### src/rtl/pcie_8b10b_pkg.sv
// Shared 8b/10b encoding tables, running-disparity type and the neutrality helper
// used by the PCIe transmit-side line encoder.
package pcie_8b10b_pkg;

    typedef enum logic {
        RD_NEG = 1'b0,
        RD_POS = 1'b1
    } rd_e;

    // Each entry packs {RD- code, RD+ code}; abcdei with 'a' in the MSB.
    localparam logic [11:0] TBL_5B6B [32] = '{
        12'b100111_011000, 12'b011101_100010, 12'b101101_010010, 12'b110001_110001,
        12'b110101_001010, 12'b101001_101001, 12'b011001_011001, 12'b111000_000111,
        12'b111001_000110, 12'b100101_100101, 12'b010101_010101, 12'b110100_110100,
        12'b001101_001101, 12'b101100_101100, 12'b011100_011100, 12'b010111_101000,
        12'b011011_100100, 12'b100011_100011, 12'b010011_010011, 12'b110010_110010,
        12'b001011_001011, 12'b101010_101010, 12'b011010_011010, 12'b111010_000101,
        12'b110011_001100, 12'b100110_100110, 12'b010110_010110, 12'b110110_001001,
        12'b001110_001110, 12'b101110_010001, 12'b011110_100001, 12'b101011_010100
    };

    // Each entry packs {RD- code, RD+ code}; fghj. Entry 7 is the primary P7 code.
    localparam logic [7:0] TBL_3B4B [8] = '{
        8'b1011_0100, 8'b1001_1001, 8'b0101_0101, 8'b1100_0011,
        8'b1101_0010, 8'b1010_1010, 8'b0110_0110, 8'b1110_0001
    };

    localparam logic [7:0] A7_CODE = 8'b0111_1000;

    // A 4-bit code is checked by padding it with one 1 and one 0, which keeps its balance.
    function automatic logic is_neutral(input logic [5:0] code);
        logic [2:0] ones;
        ones = 3'd0;
        for (int i = 0; i < 6; i++) begin
            ones = ones + {2'b00, code[i]};
        end
        return (ones == 3'd3);
    endfunction

endpackage

### src/rtl/pcie_encoder_8b10b_lut.sv
// Purely combinational 8b/10b data-character encoder: 5b/6b lookup, intermediate
// disparity, then 3b/4b lookup with alternate x.7 selection.
module encoder_8b10b_lut
    import pcie_8b10b_pkg::*;
(
    input  logic [7:0] data_i,
    input  rd_e        rd_i,
    output logic [9:0] symbol_o,
    output rd_e        rd_o
);

    logic [4:0] x_s;
    logic [2:0] y_s;
    logic [5:0] code6_s;
    logic [7:0] pair4_s;
    logic [3:0] code4_s;
    logic       alt7_s;
    rd_e        rd_mid_s;

    // Full encode path: both sub-blocks resolved in the same cycle.
    always_comb begin
        x_s = data_i[4:0];
        y_s = data_i[7:5];

        if (rd_i == RD_NEG) begin
            code6_s = TBL_5B6B[x_s][11:6];
        end else begin
            code6_s = TBL_5B6B[x_s][5:0];
        end

        if (is_neutral(code6_s)) begin
            rd_mid_s = rd_i;
        end else if (rd_i == RD_NEG) begin
            rd_mid_s = RD_POS;
        end else begin
            rd_mid_s = RD_NEG;
        end

        // A7 avoids a run of five identical bits across the sub-block boundary.
        if (rd_mid_s == RD_NEG) begin
            alt7_s = (x_s == 5'd17) || (x_s == 5'd18) || (x_s == 5'd20);
        end else begin
            alt7_s = (x_s == 5'd11) || (x_s == 5'd13) || (x_s == 5'd14);
        end

        if ((y_s == 3'd7) && alt7_s) begin
            pair4_s = A7_CODE;
        end else begin
            pair4_s = TBL_3B4B[y_s];
        end

        if (rd_mid_s == RD_NEG) begin
            code4_s = pair4_s[7:4];
        end else begin
            code4_s = pair4_s[3:0];
        end

        if (is_neutral({2'b10, code4_s})) begin
            rd_o = rd_mid_s;
        end else if (rd_mid_s == RD_NEG) begin
            rd_o = RD_POS;
        end else begin
            rd_o = RD_NEG;
        end

        symbol_o = {code6_s, code4_s};
    end

endmodule

### src/rtl/pcie_encoder_8b10b.sv
// Registered 8b/10b line encoder: one byte per clock, symbol out one cycle later,
// running disparity carried from symbol to symbol.
module pcie_encoder_8b10b
    import pcie_8b10b_pkg::*;
(
    input  logic       clk,
    input  logic       reset,
    input  logic [7:0] data_i,
    output logic [9:0] symbol_o
);

    logic [9:0] symbol_d;
    logic [9:0] symbol_q;
    rd_e        rd_d;
    rd_e        rd_q;

    encoder_8b10b_lut u_lut (
        .data_i   (data_i),
        .rd_i     (rd_q),
        .symbol_o (symbol_d),
        .rd_o     (rd_d)
    );

    // Symbol and disparity advance together; reset drops any residual disparity.
    always_ff @(posedge clk or posedge reset) begin
        if (reset) begin
            symbol_q <= 10'h000;
            rd_q     <= RD_NEG;
        end else begin
            symbol_q <= symbol_d;
            rd_q     <= rd_d;
        end
    end

    assign symbol_o = symbol_q;

endmodule

### config.mk
export PLATFORM = sky130hd
export DESIGN_NAME = pcie_encoder_8b10b
export DESIGN_NICKNAME = d
export VERILOG_FILES = /design/src/rtl/pcie_8b10b_pkg.sv /design/src/rtl/pcie_encoder_8b10b_lut.sv /design/src/rtl/pcie_encoder_8b10b.sv
export SDC_FILE = /design/constraint.sdc
export NUM_CORES = 1
export LEC_CHECK = 0
export ABC_AREA = 1
export ABC_CLOCK_PERIOD_IN_PS = 8100
export CAP_MARGIN = 15
export CORE_MARGIN = 3
export CORE_UTILIZATION = 59
export DETAILED_ROUTE_END_ITERATION = 8
export PLACE_DENSITY = 0.88
export SKIP_LAST_GASP = 1
export SLEW_MARGIN = 20
export SYNTH_ARGS = -nofsm -noshare
export SYNTH_HDL_FRONTEND = slang
export SYNTH_SLANG_ARGS = --single-unit
### constraint.sdc
create_clock -name clk -period 8.1 [get_ports clk]
set_input_delay 1.62 -clock clk [delete_from_list [all_inputs] [get_ports clk]]
set_output_delay 1.62 -clock clk [all_outputs]
set_load 0.03 [all_outputs]
; Word-level counts from Yosys, hierarchy flattened
; Memories as Yosys holds them, arrays and structs flattened.
; Cells that the tools add are included.
[word_totals]
ff_bits = 11
rom_bits = 448
inputBits = 10
out_inout_bits = 10
mem_count = 2
[memory_table]
columns = memory, depth, word_bits, read_ports, rd_ports_with_merged_regs, wr, line_no
row1 = (no name shown), 32, 12, 1, 0, 0, pcie_encoder_8b10b_lut.sv:28  ; code6_s = TBL_5B6B[x_s][5:0];
row2 = (no name shown), 8, 8, 1, 0, 0, pcie_encoder_8b10b_lut.sv:49  ; pair4_s = TBL_3B4B[y_s];
[op_classes]
addsub = 9
magnitude_cmp = 2
eq_ne = 9
n_mux = 12
n_bitwise = 2
n_reduce_logical = 5
[ops]
columns = cell, count
row1 = 12-bit two-way mux, 2
row2 = 8-bit two-way mux, 3
row3 = 3-bit by 1-bit adder with 3-bit output, 6
row4 = 5-bit by 4-bit == test with 1-bit output (second input constant), 3
row5 = 5-bit == test (second input constant), 3
row6 = 3-bit by 2-bit == test with 1-bit output (second input constant), 2
row7 = 6-bit >= comparator (second input constant), 1
row8 = 6-bit two-way mux, 1
row9 = 5-bit NOT with 6-bit output, 1
row10 = 1-bit two-way mux, 5
row11 = 1-bit by 1-bit adder with 2-bit output, 2
row12 = 4-bit >= comparator (second input constant), 1
row13 = 1-bit logical OR, 4
row14 = 4-bit two-way mux, 1
row15 = 3-bit NOT with 4-bit output, 1
row16 = 3-bit by 1-bit adder with 3-bit output (second input constant), 1
row17 = 3-bit == test (second input constant), 1
row18 = 1-bit logical AND, 1

; Logic depth before layout (Yosys ltp)
[depth]
word_depth = 22
ltp_mapped = 34
depth_no_buf = 34

; Hierarchy
; A second synthesis with hierarchy kept.
[hier_totals]
hier_cells = 219
area_unflattened_um2 = 1376.3
[by_module_without_submodules]
columns = mod, instances, cells_per_inst, area_each_um2
row1 = encoder_8b10b_lut, 1, 207, 1097.3
row2 = pcie_encoder_8b10b, 1, 12, 279.0

; Least setup slack after synthesis
; OpenSTA, ideal clock, no wires.
[synth_timing]
path_type = input-to-reg
from = input data_i[0]
to = register rd_q
setup_time_ns = 0.123
arrival_ns = 6.278
slack_ns = 1.699
cell_stages = 29
path_buffers = 0
cell_sequence = inv_1 -> ha_1 -> nand2_1 -> o21ai_0 -> nand2_1 -> nand3_1 -> nand3_1 -> nand3_1 -> ha_1 -> inv_1 -> fa_1 -> inv_1 -> fa_1 -> fa_1 -> nand3_1 -> nand2_2 -> nand2_4 -> nand2_1 -> o21ai_1 -> xor2_1 -> ha_1 -> inv_1 -> ha_1 -> inv_1 -> ha_1 -> inv_1 -> fa_1 -> nor2_1 -> xnor2_1
[synth_via]
elab_chain_len = 22
word_cells_on_any_way = 33
classes_between = add/sub: 9 / eq/ne: 8 / mux: 9 / bitwise: 1 / reduce/logical: 5 / memory: 1
[synth_lines]
columns = item, line_no
row1 = from (decl), pcie_encoder_8b10b.sv:8  ; input logic [7:0] data_i,
row2 = 5-bit NOT with 6-bit output (implied by the code) *, "pcie_encoder_8b10b_lut.sv:26, pcie_encoder_8b10b_lut.sv:28"
row3 = memory 32 x 12 bit *, n/a
row4 = 12-bit two-way mux (implied by the code) * (2 in a row), pcie_encoder_8b10b_lut.sv:28
row5 = 6-bit two-way mux *, pcie_encoder_8b10b_lut.sv:25  ; if (rd_i == RD_NEG) begin
row6 = named net symbol_d[4], pcie_encoder_8b10b.sv:12  ; logic [9:0] symbol_d;
row7 = 1-bit by 1-bit adder with 2-bit output *, pcie_8b10b_pkg.sv:35  ; ones = ones + {2'b00, code[i]};
row8 = 3-bit by 1-bit adder with 3-bit output * (4 in a row), pcie_8b10b_pkg.sv:35
row9 = 3-bit by 2-bit == test with 1-bit output *, pcie_8b10b_pkg.sv:37  ; return (ones == 3'd3);
row10 = [... 3 more ...], n/a
row11 = 8-bit two-way mux, pcie_encoder_8b10b_lut.sv:46  ; if ((y_s == 3'd7) && alt7_s) begin
row12 = 4-bit two-way mux *, pcie_encoder_8b10b_lut.sv:52  ; if (rd_mid_s == RD_NEG) begin
row13 = named net symbol_d[1], pcie_encoder_8b10b.sv:12
row14 = 1-bit by 1-bit adder with 2-bit output *, pcie_8b10b_pkg.sv:35
row15 = 3-bit by 1-bit adder with 3-bit output * (3 in a row), pcie_8b10b_pkg.sv:35
row16 = 3-bit by 2-bit == test with 1-bit output *, pcie_8b10b_pkg.sv:37
row17 = 1-bit two-way mux *, pcie_encoder_8b10b_lut.sv:58  ; if (is_neutral({2'b10, code4_s})) begin
row18 = named net rd_d, pcie_encoder_8b10b.sv:14  ; rd_e rd_d;
row19 = to (signal assigned), pcie_encoder_8b10b.sv:31  ; rd_q <= rd_d;
row20 = to (decl), pcie_encoder_8b10b.sv:15  ; rd_e rd_q;
; Mark *: on every way through the listed nets, which the timed path passes. The rest lies on a longest branch. The select of a mux whose other input is x is not followed.

; Worst setup path in the final report
; Same ends and word-level chain as after synthesis.

==> results.json <==
{
  "slew_viol_final": 0,
  "met2_length_mm": 1.55,
  "yosys-top-cells-area": "dfrtp_1, nand2_1, ha_1",
  "synth-simple-area-share_pct": 33.6,
  "finalSetupViolations": 0,
  "dp_hpwl_mm": 2.61,
  "synth_most_common_cell": "nand2_1",
  "switching_share_pct": 54.1,
  "cts_resized": 0,
  "finalCriticalPeriod_ns": 7.39,
  "root_buffer": "clkbuf_4",
  "maxSlewHeadroom_pct": 52.3,
  "netlist_instances": 209,
  "crit_fanout": 9,
  "syn-num-nets": 235,
  "leakage_nw": 0.802,
  "pwr-share-clk_pct": 4.7,
  "required_ns": 8.28,
  "ctsHoldBuffers": 0,
  "htreeDepth": 1,
  "rr_startpoint": "rd_q$_DFF_PP0_",
  "cp_slowest_cell": "clkdlybuf4s50_1",
  "avgViaCountPerCell": 5.66,
  "muxShareOfSynthArea_pct": 0,
  "drt_wl_total_mm": 3.33,
  "synth.distinct_cells": 29,
  "synth_top_area_share_pct": 20.1,
  "final_core_util_pct": 75.2,
  "cts_buffers": 3,
  "synth_compound_area_share_pct": 15.5,
  "antenna_found_initial": 0,
  "worstSetupEndpointType": "flop",
  "p_per_area_nw_per_um2": 496,
  "path_class": "input pin to flop",
  "fin_crit_sh_pct": 91.2,
  "setup_ws_ns": 0.709,
  "ys_top_cells_by_count": "nand2_1, inv_1, nor2_1, nand3_1, o21ai_0",
  "startpoint": "data_i[0]",
  "synth_top_family_by_area": "simple AND/OR/NAND/NOR gates",
  "drc": 0,
  "gp_routability_congestion": 0.877,
  "clockBufferDepth": 2,
  "p_seq_share_pct": 13.2,
  "ys_warn_count": 0,
  "startpoint_type": "input pin",
  "rows": 16,
  "wl_per_cell_um": 13.2,
  "synth_top_cell_by_area": "dfrtp_1",
  "highest_layer": "met4",
  "cp.arrival_ns": 7.58,
  "preCtsSetupSlack_ns": 0.494,
  "synth_area_um2": 1370,
  "drt_first_iter_violations": 87,
  "port_buffers": 19,
  "clock-sinks": 11,
  "ys_ff_latch": 11,
  "initial_core_util_pct": 65.7,
  "dieArea_um2": 2930,
  "status": "complete, no violations",
  "critical-path-max-stage-delay_ns": 0.60,
  "met3_length_um": 377,
  "globalRoute.totalOverflow": 0,
  "power_frac_comb_pct": 82.1,
  "synth_edf_count": 0,
  "synth_seq_area_share_pct": 20.1,
  "grt_max_degree": 21,
  "p_switching_uw": 420,
  "wl_met1_mm": 1.37,
  "worst_pin_slew_ns": 0.713,
  "drv_cap": 0,
  "setup_tns_ns": 0,
  "cp-endpoint": "rd_q$_DFF_PP0_",
  "fillers": 165,
  "grt.total_usage_pct": 25.8,
  "ant_nets": 0,
  "clkTransAtPathRegs_ns": 0.07,
  "r2r-end": "rd_q$_DFF_PP0_",
  "fmax_mhz": 135,
  "cp_common_cell": "inv_1",
  "peakVddDrop_uv": 740,
  "hold_path_class": "flop to flop",
  "rsz0062_at_grt": "false",
  "insertion_delay_ns": 0.26,
  "synthToLayoutAreaGrowth_pct": 14.5,
  "ioPinCount": 20,
  "coreArea_um2": 2080,
  "diodes": 0,
  "post-cts-setup-buffers": 0,
  "fp.dieH_um": 54.1,
  "synth_adder_area_share_pct": 16.8,
  "r2r_cells": 25,
  "drive_gt1_share_pct": 6.64,
  "drtPass1Iterations": 5,
  "hold_viol_final": 0,
  "synth-async-reset-ratio_pct": 100,
  "avgSynthCellArea_um2": 6.54,
  "reg2reg_slack_ns": 2.61,
  "clock_skew_ns": 0.000809,
  "ys.flop_type": "dfrtp_1",
  "die_x_um": 54.1,
  "nets": 253,
  "cts_tree": "built",
  "num_vias": 1433,
  "internal_power_uw": 356,
  "grt_pass1_vias": 1305,
  "grt_pass1_wl_mm": 5.51,
  "yosys.area_share.xor_xnor_pct": 1.28
}
[flip-flops by register name (all words and copies together) (netlist names)]
name and flops:
symbol_o 10, rd_q 1
[layout by cell type, fill, tap and decap left out, drive strengths merged, types with 10 or more instances in the layout]
cell	count
ha	12
nand2	62
clkdlybuf4s50	19
a21oi	10
nand3	15
o21ai	18
dfrtp	11
inv	32
nor2	22
[logic make-up (layout without fill, tap and decap cells)]
kind of cell    after synthesis  count (layout)
compound gates               37              37
xor+xnor                      2               2
fa+ha+maj                    16              16
buf+inv                      38              55
flops                        11              11
simple gates                105             105
[how the worst min path moves through the flow]
| stage | from | to | slack, ns | depth (start not counted) |
|---|---|---|---|---|
| after global placement | rd_q$_DFF_PP0_ | symbol_o[5]$_DFF_PP0_ | 0.79 | 1 |
| after detailed placement | rd_q$_DFF_PP0_ | symbol_o[5]$_DFF_PP0_ | 0.79 | 1 |
| final | rd_q$_DFF_PP0_ | symbol_o[5]$_DFF_PP0_ | 0.82 | 1 |
| after global routing | rd_q$_DFF_PP0_ | symbol_o[5]$_DFF_PP0_ | 0.88 | 1 |
| after CTS | rd_q$_DFF_PP0_ | symbol_o[5]$_DFF_PP0_ | 0.80 | 1 |
| after floorplan | rd_q$_DFF_PP0_ | symbol_o[5]$_DFF_PP0_ | 0.60 | 2 |
[critical path, delay by kind of cell]
family	cells	cell delay, ns
AND/OR/NAND/NOR	9	1.04
buffers and inverters	7	1.03
AO/OA/AOI/OAI	2	0.27
adder cells (fa/ha/maj)	9	3.21
XOR/XNOR	2	0.38
[cell type report]
type	count	area (um^2)	area share (%)
multi-input cells	160	918	58.6
flip-flops and latches	11	275	17.6
repair buffers	19	190	12.1
inverters	32	123	7.83
well taps	27	33.8	2.16
clock buffers	4	26.3	1.68
[power groups by stage]
stage / Sequential, mW / Clock [mW] / Combinational, mW
floorplan: 0.145 / 0 / 0.447
global placement: 0.103 / 0 / 0.595
detailed placement: 0.104 / 0 / 0.640
CTS: 0.102 / 0.0387 / 0.642
global route: 0.105 / 0.0413 / 0.728
finish: 0.103 / 0.0364 / 0.637
[per-stage QoR]
stage	area, um^2	power, mW	instances	hold slack, ns
2_1_floorplan	1370	0.592	209	0.604
3_3_place_gp	1540	0.698	249	0.791
3_5_place_dp	1540	0.743	249	0.789
4_1_cts	1570	0.784	253	0.798
5_1_grt	1570	0.874	253	0.876
6_report	1570	0.776	253	0.821
[layer usage]
layer / global-route usage (%) / vias up
met3: 5.82 / 9
met5: 0 / -
met2: 42.4 / 97
met4: 8.71 / 0
li1: - / 701
met1: 33.0 / 626
(Power assumes the default switching activity.)
